**src/rtl/accel_fifo_pkg.sv**
```systemverilog
// Shared definitions for the accelerator buffer FIFO: default sizing used by
// the router and every FIFO instance, plus the per-cycle operation encoding.
package accel_fifo_pkg;

    // Default word width, pointer width and almost-full threshold.
    localparam int unsigned ACC_DATA_WIDTH = 32;
    localparam int unsigned ACC_FIFO_AW    = 4;
    localparam int unsigned ACC_AFULL      = 14;

    // What the FIFO accepted in a given cycle.
    typedef enum logic [1:0] {
        FIFO_OP_IDLE = 2'b00,
        FIFO_OP_GET  = 2'b01,
        FIFO_OP_PUT  = 2'b10,
        FIFO_OP_BOTH = 2'b11
    } fifo_op_e;

    // Fold the two acceptance strobes into one operation code.
    function automatic fifo_op_e fifo_op(input logic put_ok, input logic get_ok);
        fifo_op_e op;
        case ({put_ok, get_ok})
            2'b01:   op = FIFO_OP_GET;
            2'b10:   op = FIFO_OP_PUT;
            2'b11:   op = FIFO_OP_BOTH;
            default: op = FIFO_OP_IDLE;
        endcase
        return op;
    endfunction

endpackage

```
**src/rtl/accel_fifo_mem.sv**
```systemverilog
// Simple dual-port register array for the accelerator FIFO.
// Synchronous write, registered read. The storage itself is never reset; only
// the read-data register is, so the FIFO output comes up as zero.
module accel_fifo_mem #(
    parameter int unsigned DATA_WIDTH = 32,
    parameter int unsigned ADDR_WIDTH = 4
) (
    input  logic                  clk,
    input  logic                  rst_n,
    input  logic                  we,
    input  logic [ADDR_WIDTH-1:0] waddr,
    input  logic [DATA_WIDTH-1:0] wdata,
    input  logic                  re,
    input  logic [ADDR_WIDTH-1:0] raddr,
    output logic [DATA_WIDTH-1:0] rdata
);

    localparam int unsigned DEPTH = 1 << ADDR_WIDTH;

    logic [DATA_WIDTH-1:0] mem_r [DEPTH];
    logic [DATA_WIDTH-1:0] rdata_r;

    // Storage write port; contents are deliberately left unreset.
    always_ff @(posedge clk) begin
        if (we) begin
            mem_r[waddr] <= wdata;
        end
    end

    // Read port: capture the addressed word, hold it when no read is issued.
    // A read and write to the same address in one cycle returns the old word.
    always_ff @(posedge clk or negedge rst_n) begin
        if (!rst_n) begin
            rdata_r <= {DATA_WIDTH{1'b0}};
        end else if (re) begin
            rdata_r <= mem_r[raddr];
        end else begin
            rdata_r <= rdata_r;
        end
    end

    assign rdata = rdata_r;

endmodule

```
**src/rtl/accel_fifo.sv**
```systemverilog
// Buffer FIFO between the data bus router and one accelerator.
// Accepts put/get requests, drives registered empty/full/almost_full status
// and occupancy, and records rejected requests in sticky error flags.
// clear is a synchronous flush that wins over any request in its cycle.
module accel_fifo
    import accel_fifo_pkg::*;
#(
    parameter int unsigned DATA_WIDTH   = ACC_DATA_WIDTH,
    parameter int unsigned ADDR_WIDTH   = ACC_FIFO_AW,
    parameter int unsigned AFULL_THRESH = ACC_AFULL
) (
    input  logic                  clk,
    input  logic                  reset,
    input  logic                  clear,
    input  logic                  put_req,
    input  logic [DATA_WIDTH-1:0] data_in,
    input  logic                  get_req,
    output logic [DATA_WIDTH-1:0] data_out,
    output logic                  data_valid,
    output logic                  empty,
    output logic                  full,
    output logic                  almost_full,
    output logic [ADDR_WIDTH:0]   count,
    output logic                  overflow,
    output logic                  underflow
);

    localparam logic [ADDR_WIDTH:0] DEPTH_C = (ADDR_WIDTH+1)'(1 << ADDR_WIDTH);
    localparam logic [ADDR_WIDTH:0] AFULL_C = (ADDR_WIDTH+1)'(AFULL_THRESH);

    logic [ADDR_WIDTH-1:0] wr_ptr_r;
    logic [ADDR_WIDTH-1:0] rd_ptr_r;
    logic [ADDR_WIDTH:0]   count_r;
    logic                  empty_r;
    logic                  full_r;
    logic                  afull_r;
    logic                  data_valid_r;
    logic                  overflow_r;
    logic                  underflow_r;

    logic                  get_ok_s;
    logic                  put_ok_s;
    fifo_op_e              op_s;
    logic [ADDR_WIDTH:0]   count_nxt_s;
    logic [DATA_WIDTH-1:0] rdata_s;

    // Acceptance: no bypass, so a get on an empty FIFO is always refused;
    // a put into a full FIFO succeeds only alongside an accepted get.
    always_comb begin
        get_ok_s = 1'b0;
        put_ok_s = 1'b0;
        if (clear) begin
            get_ok_s = 1'b0;
            put_ok_s = 1'b0;
        end else begin
            get_ok_s = get_req & ~empty_r;
            put_ok_s = put_req & (~full_r | get_ok_s);
        end
    end

    assign op_s = fifo_op(put_ok_s, get_ok_s);

    // Next occupancy: +1 on put only, -1 on get only, otherwise unchanged.
    always_comb begin
        count_nxt_s = count_r;
        case (op_s)
            FIFO_OP_PUT:  count_nxt_s = count_r + (ADDR_WIDTH+1)'(1);
            FIFO_OP_GET:  count_nxt_s = count_r - (ADDR_WIDTH+1)'(1);
            FIFO_OP_BOTH: count_nxt_s = count_r;
            FIFO_OP_IDLE: count_nxt_s = count_r;
            default:      count_nxt_s = count_r;
        endcase
    end

    // Pointer update; pointers wrap naturally at the array size.
    always_ff @(posedge clk or negedge reset) begin
        if (!reset) begin
            wr_ptr_r <= {ADDR_WIDTH{1'b0}};
            rd_ptr_r <= {ADDR_WIDTH{1'b0}};
        end else if (clear) begin
            wr_ptr_r <= {ADDR_WIDTH{1'b0}};
            rd_ptr_r <= {ADDR_WIDTH{1'b0}};
        end else begin
            if (put_ok_s) begin
                wr_ptr_r <= wr_ptr_r + ADDR_WIDTH'(1);
            end
            if (get_ok_s) begin
                rd_ptr_r <= rd_ptr_r + ADDR_WIDTH'(1);
            end
        end
    end

    // Occupancy and status flags, all derived from the next count so they
    // always agree with count in the same cycle.
    always_ff @(posedge clk or negedge reset) begin
        if (!reset) begin
            count_r <= {(ADDR_WIDTH+1){1'b0}};
            empty_r <= 1'b1;
            full_r  <= 1'b0;
            afull_r <= 1'b0;
        end else if (clear) begin
            count_r <= {(ADDR_WIDTH+1){1'b0}};
            empty_r <= 1'b1;
            full_r  <= 1'b0;
            afull_r <= 1'b0;
        end else begin
            count_r <= count_nxt_s;
            empty_r <= (count_nxt_s == {(ADDR_WIDTH+1){1'b0}});
            full_r  <= (count_nxt_s == DEPTH_C);
            afull_r <= (count_nxt_s >= AFULL_C);
        end
    end

    // Read-data strobe: one pulse in the cycle after an accepted get.
    always_ff @(posedge clk or negedge reset) begin
        if (!reset) begin
            data_valid_r <= 1'b0;
        end else if (clear) begin
            data_valid_r <= 1'b0;
        end else begin
            data_valid_r <= get_ok_s;
        end
    end

    // Sticky error flags for rejected requests; only clear or reset drop them.
    always_ff @(posedge clk or negedge reset) begin
        if (!reset) begin
            overflow_r  <= 1'b0;
            underflow_r <= 1'b0;
        end else if (clear) begin
            overflow_r  <= 1'b0;
            underflow_r <= 1'b0;
        end else begin
            overflow_r  <= overflow_r  | (put_req & ~put_ok_s);
            underflow_r <= underflow_r | (get_req & ~get_ok_s);
        end
    end

    accel_fifo_mem #(
        .DATA_WIDTH (DATA_WIDTH),
        .ADDR_WIDTH (ADDR_WIDTH)
    ) u_mem (
        .clk   (clk),
        .rst_n (reset),
        .we    (put_ok_s),
        .waddr (wr_ptr_r),
        .wdata (data_in),
        .re    (get_ok_s),
        .raddr (rd_ptr_r),
        .rdata (rdata_s)
    );

    assign data_out    = rdata_s;
    assign data_valid  = data_valid_r;
    assign empty       = empty_r;
    assign full        = full_r;
    assign almost_full = afull_r;
    assign count       = count_r;
    assign overflow    = overflow_r;
    assign underflow   = underflow_r;

endmodule

```
**config.mk**
```make
export PLATFORM = sky130hd
export DESIGN_NAME = accel_fifo
export DESIGN_NICKNAME = d
export VERILOG_FILES = /design/src/rtl/accel_fifo_pkg.sv /design/src/rtl/accel_fifo_mem.sv /design/src/rtl/accel_fifo.sv
export SDC_FILE = /design/constraint.sdc
export NUM_CORES = 1
export LEC_CHECK = 0
export ABC_AREA = 1
export CAP_MARGIN = 10
export CORE_MARGIN = 1
export CORE_UTILIZATION = 30
export CTS_CLUSTER_SIZE = 20
export DETAILED_ROUTE_END_ITERATION = 7
export GPL_TIMING_DRIVEN = 0
export SLEW_MARGIN = 25
export SYNTH_ARGS = -nofsm -noshare
export SYNTH_HDL_FRONTEND = slang
export SYNTH_SLANG_ARGS = --single-unit
```
**constraint.sdc**
```tcl
create_clock -name clk -period 8.45 [get_ports clk]
set_input_delay 0.845 -clock clk [delete_from_list [all_inputs] [get_ports clk]]
set_output_delay 0.845 -clock clk [all_outputs]
set_load 0.01 [all_outputs]
```
; Word-level counts from Yosys, hierarchy flattened
; Memories as Yosys holds them, arrays and structs flattened. A register that Yosys moved wholly into a read port is not among the register bits.
; Index checks and enable logic that the tools add are counted.
[word_totals]
register_bits = 19
ramBits = 512
input_bits = 37
out_inout_bits = 43
word_cells = 56
memories = 1
[memory_table]
columns = memory, words, word_bits, rd, rd_ports_with_merged_regs, write_ports, line_no
row1 = u_mem.mem_r, 16, 32, 1, 1, 1, accel_fifo_mem.sv:20  ; logic [DATA_WIDTH-1:0] mem_r [DEPTH];
[classes]
addsub = 4
n_lt_le_gt_ge = 1
eq_ne = 7
n_mux = 17
bitwise_logic = 11
reduce_logical = 6
[op_table]
columns = op, n
row1 = $mux 4, 4
row2 = $pmux 5 s3, 1
row3 = $mux 1, 10
row4 = $add 4x1->4 const B, 2
row5 = $eq 2x2->1 const B, 4
row6 = $pmux 2 s3, 1
row7 = $add 5x1->5 const B, 1
row8 = $eq 5x5->1 const B, 1
row9 = $ge 5x4->1 const B, 1
row10 = $logic_not 5->1, 1
row11 = $mux 5, 1
row12 = $sub 5x1->5 const B, 1
row13 = $and 1x1->1, 4
row14 = $eq 2x1->1 const B, 2
row15 = $not 1->1, 4
row16 = $reduce_bool 2->1, 2
row17 = $or 1x1->1, 3
row18 = $logic_not 2->1, 1
row19 = $reduce_or 2->1, 1
row20 = $logic_not 1->1, 1

; Logic depth before layout (Yosys ltp)
[depth]
word_depth = 12
depth_mapped = 22
ltp_nobuf = 22

; By module
; From an unflattened synthesis, not the netlist that was laid out.
[unflattened]
hier_cells = 1971
area_unflattened_um2 = 22903.2
[by_module_without_submodules]
columns = module, n_inst, cells_per_inst, area_each_um2, seq_area_each_um2
row1 = accel_fifo_mem, 1, 1842, 21839.7, 16175.5
row2 = accel_fifo, 1, 129, 1063.5, 476.7

; Least setup slack after synthesis
; Ideal clock, no wire load.
[synth_path]
path_type = input to register
start = input port clear
end = memory u_mem.mem_r[11][0] (enable)
setup_ns = 0.421
arrival_time_ns = 2.961
setup_slack_ns = 5.068
stages = 5
path_buffers = 2
path_cell_list = clkbuf_1 -> inv_1 -> clkbuf_1 -> nand3_1 -> nor2_1
[synth_between]
elab_chain_cells = 3
[synth_lines]
columns = item, line_no
row1 = start: declaration, accel_fifo.sv:14  ; input logic clear,
row2 = $mux 1, accel_fifo.sv:52  ; if (clear) begin
row3 = $mux 1, accel_fifo_mem.sv:25  ; if (we) begin
row4 = $mux 1 (implied by the code), accel_fifo_mem.sv:26  ; mem_r[waddr] <= wdata;
row5 = end: declaration, accel_fifo_mem.sv:20
; No other way between the ends.

; Worst setup path after layout
[layout_path]
start = input port get_req
end = register afull_r, in the netlist almost_full
[layout_between]
elab_cells_between_ends = 17
[layout_rtl]
columns = item, line_no
row1 = start: declaration, accel_fifo.sv:17  ; input logic get_req,
row2 = $and 1x1->1 *, accel_fifo.sv:56  ; get_ok_s = get_req & ~empty_r;
row3 = $mux 1 *, accel_fifo.sv:52
row4 = net get_ok_s, accel_fifo.sv:41  ; logic get_ok_s;
row5 = $eq 2x2->1 or $eq 2x1->1 (tied branches), accel_fifo_pkg.sv:21  ; case ({put_ok, get_ok})
row6 = $pmux 2 s3 *, accel_fifo_pkg.sv:21
row7 = $eq 2x2->1 or $logic_not 2->1 (tied branches), accel_fifo.sv:66  ; case (op_s)
row8 = $reduce_or 2->1 (no source line), n/a
row9 = $pmux 5 s3 *, accel_fifo.sv:66
row10 = $ge 5x4->1 *, accel_fifo.sv:110  ; afull_r <= (count_nxt_s >= AFULL_C);
row11 = $mux 1 *, accel_fifo.sv:101  ; end else if (clear) begin
row12 = end signal: assignment, accel_fifo.sv:110
row13 = end: declaration, accel_fifo.sv:36  ; logic afull_r;
; Mark *: on every way through the listed nets, which the timed path passes. The rest lies on a longest branch.
; A chain may end at the register's enable or synchronous reset.

==> flow_metrics.tcl <==
set metrics [dict create \
    ys_async_sr_fraction 0.0906 \
    final_cell_area_um2 26700 \
    p_per_area_nw_per_um2 238 \
    clockPowerShare 0.373 \
    power_frac_seq 0.502 \
    synth-simple-area-share 0.110 \
    p_leak_nw 9.26 \
    hold_buffers 0 \
    rsz0062_at_grt "false" \
    ys.flop_type "edfxtp_1" \
    overflow 0 \
    syn-mean-instance-area_um2 12.9 \
    initialDrtViolationCount 1316 \
    drc_errors 8 \
    hold_viol 0 \
    period_share 0.481 \
    status "finished, violations left" \
    drive_gt1_frac 0.0841 \
    finalSetupViolCount 0 \
    portBuffers 78 \
    start_util 0.304 \
    ys_ff_latch 563 \
    relSlewSlack 0.272 \
    grt_pass1_wl_mm 94.3 \
    root_buffer "clkbuf_16" \
    cp_data_arrival_time_ns 4.62 \
    synthAdderAreaFrac 0.00451 \
    viasPerCell 4.93 \
    synth_top_family_by_area "simple AND/OR/NAND/NOR gates" \
    fmax_ghz 0.246 \
    syn_area_um2 22200 \
    cts_tree "yes" \
    end_kind "register" \
    internal_power_mw 4.78 \
    skew_ns 0.0162 \
    place_congestion 0.795 \
    numCtsBuffers 57 \
    path_class "in2reg" \
    cts_max_level 2 \
    dieArea_um2 75100 \
    drtPass1Iterations 8 \
    crit_path_max_fanout 12 \
    r2r_slack_ns 4.74 \
    synth_common_cells "edfxtp_1 (512), nand2_1 (362), nor2_1 (221)" \
    crit_path_end "almost_full$_DFF_PN0_" \
    io-pin-count 80 \
    core_area_um2 73100 \
    seq_area_frac_synth 0.750 \
    synth_edf_count 512 \
    postSynthCellCount 1727 \
    netSwitchingPower_mw 1.59 \
    num_vias 14301 \
    placed_area_um2 25000 \
    holdWs_ns 0.144 \
    synth_warnings 0 \
    synth-compound-area-share 0.0797 \
    hold_path_class "in2async" \
    synth_nets 1772 \
    cts_buffer_depth 3 \
    grt_max_degree 30 \
    antenna_found_initial 2 \
    die-width_um 274 \
    syn2layout_area_growth_pct 20.4 \
    cts_resized 0 \
    ff2ff_path_depth 18 \
    tightest_slew_ns 1.09 \
    synth_most_common_cell "edfxtp_1" \
    p_comb_frac 0.125 \
    synth_xor_area_frac 0.000789 \
    p_total_mw 6.36 \
    peakVddDrop_v 0.000146 \
    synth_top_cell_by_area "edfxtp_1" \
    grt_pass1_vias 14399 \
    reg2reg_from "empty$_DFF_PN1_" \
    cts_sinks 563 \
    synth_top_area_share 0.692 \
    min_period_ns 4.07 \
    wl_per_cell_um 22.0 \
    setup_tns_ns 0 \
    fp.dieH_um 274 \
    failed_checks "design-rule violations" \
    wl_mm 63.9 \
    clock_latency_ns 0.62 \
    synth_cell_types 28 \
    post-cts-setup-buffer-count 0 \
    ant_nets 0 \
    synthTopCellsByArea "edfxtp_1 (69%), nand2_1 (6.1%), dfrtp_1 (5.6%), nor2_1 (3.7%), o21ai_0 (3.3%)" \
    place_hpwl_mm 42.5 \
    worstReg2RegEnd "almost_full$_DFF_PN0_" \
    final_nets 1935 \
    switching_share 0.249 \
    cts.clk_slew.worst_paths_ns 0.06 \
    track_usage 0.170 \
    synthMuxAreaShare 0.0293 \
    rows 99 \
    crit_required_ns 9.00 \
    startpoint_type "input pin" \
    drv_cap 0 \
    drv_slew 0 \
    startpoint "get_req" \
]
==> how the worst min path moves through the flow <==
stage                                            from  cells past startpoint  slack [ns]                           to
after floorplan            u_mem.rdata[0]$_DFFE_PN0P_                      2        0.52   u_mem.rdata[0]$_DFFE_PN0P_
after global placement    u_mem.rdata[16]$_DFFE_PN0P_                      2        0.47  u_mem.rdata[16]$_DFFE_PN0P_
after detailed placement  u_mem.rdata[12]$_DFFE_PN0P_                      2        0.47  u_mem.rdata[12]$_DFFE_PN0P_
after CTS                                       reset                      1        0.14           overflow$_DFF_PN0_
after global routing                            reset                      1        0.16           overflow$_DFF_PN0_
final                                           reset                      1        0.14           overflow$_DFF_PN0_
==> registers in the layout, indices dropped and copies added (netlist names) <==
| name | cells |
|---|---|
| almost_full | 1 |
| count | 5 |
| data_valid | 1 |
| empty | 1 |
| full | 1 |
| overflow | 1 |
| rd_ptr_r | 4 |
| u_mem.mem_r | 512 |
| u_mem.rdata | 32 |
| underflow | 1 |
| wr_ptr_r | 4 |
==> area by class of cell <==
cell class              instances  area (um2)
inverters                      24        92.6
plain buffers                  97         482
flip-flops and latches        563       16700
multi-input cells            1043        5100
clock inverters                25         159
diodes                          3        7.51
well taps                     959        1200
clock buffers                  82        1580
repair buffers                104        1450
fillers                      6937       46400
==> metrics by stage <==
stage                     setup slack, ns  utilization  cells
after floorplan                      5.07            -   1727
after global placement               2.29        0.331   2764
after detailed placement             3.76        0.342   2790
after CTS                            4.39        0.366   2897
after global routing                 4.15        0.366   2898
final                                4.38        0.366   2900
==> cell families (layout without fill, tap and decap cells) <==
kind of cell               after synthesis  count (layout)
AOI/OAI and AO/OA                      337             337
xor gates and xnor gates                 2               2
adders and majority gates                8               8
buffers and inverters                  121             332
DFF                                    563             563
muxes                                   65              65
other                                    0               3
and+or+nand+nor                        631             631
==> critical path, stage by stage <==
cell and delay (ns):
clkdlybuf4s50_1 0.48, inv_1 0.04, nor2_1 0.35, inv_1 0.26, nor2_2 0.51, buf_2 0.57, ha_1 0.38, nand2_1 0.09
inv_1 0.08, nor2_1 0.06, ha_1 0.17, inv_1 0.08, nand2_1 0.07, nand2_1 0.08, nand3_1 0.08, o21ai_0 0.13
nand2_1 0.12, nor2_1 0.11, nand2_1 0.06, nand2_1 0.05
==> placed cells by master (no fill, tap or decap), types with 43 or more instances in the layout <==
cell type,instances
edfxtp_1,512
nand2_1,362
nor2_1,205
o21ai_0,147
clkdlybuf4s50_1,77
a21oi_1,69
clkbuf_1,67
mux2i_1,65
o22ai_1,64
clkbuf_16,58
o21ai_1,56
dfrtp_1,50
nand3_1,43
==> power groups by stage <==
| stage | logic, mW | clock network (mW) | registers, mW |
|---|---|---|---|
| after floorplan | 0.342 | 0 | 3.28 |
| after global routing | 0.866 | 2.51 | 3.21 |
| final | 0.792 | 2.38 | 3.19 |
| after global placement | 0.777 | 0 | 3.25 |
| after detailed placement | 0.799 | 0 | 3.25 |
| after CTS | 0.804 | 2.41 | 3.20 |
==> metal layers <==
metal | vias up | wire (um) | track usage
met3 | 132 | 4490 | 0.0314
li1 | 6536 | - | -
met5 | - | 11 | 0
met2 | 555 | 31000 | 0.289
met1 | 7076 | 26400 | 0.218
met4 | 2 | 1980 | 0.0591
Power figures use the tool's default switching activity.
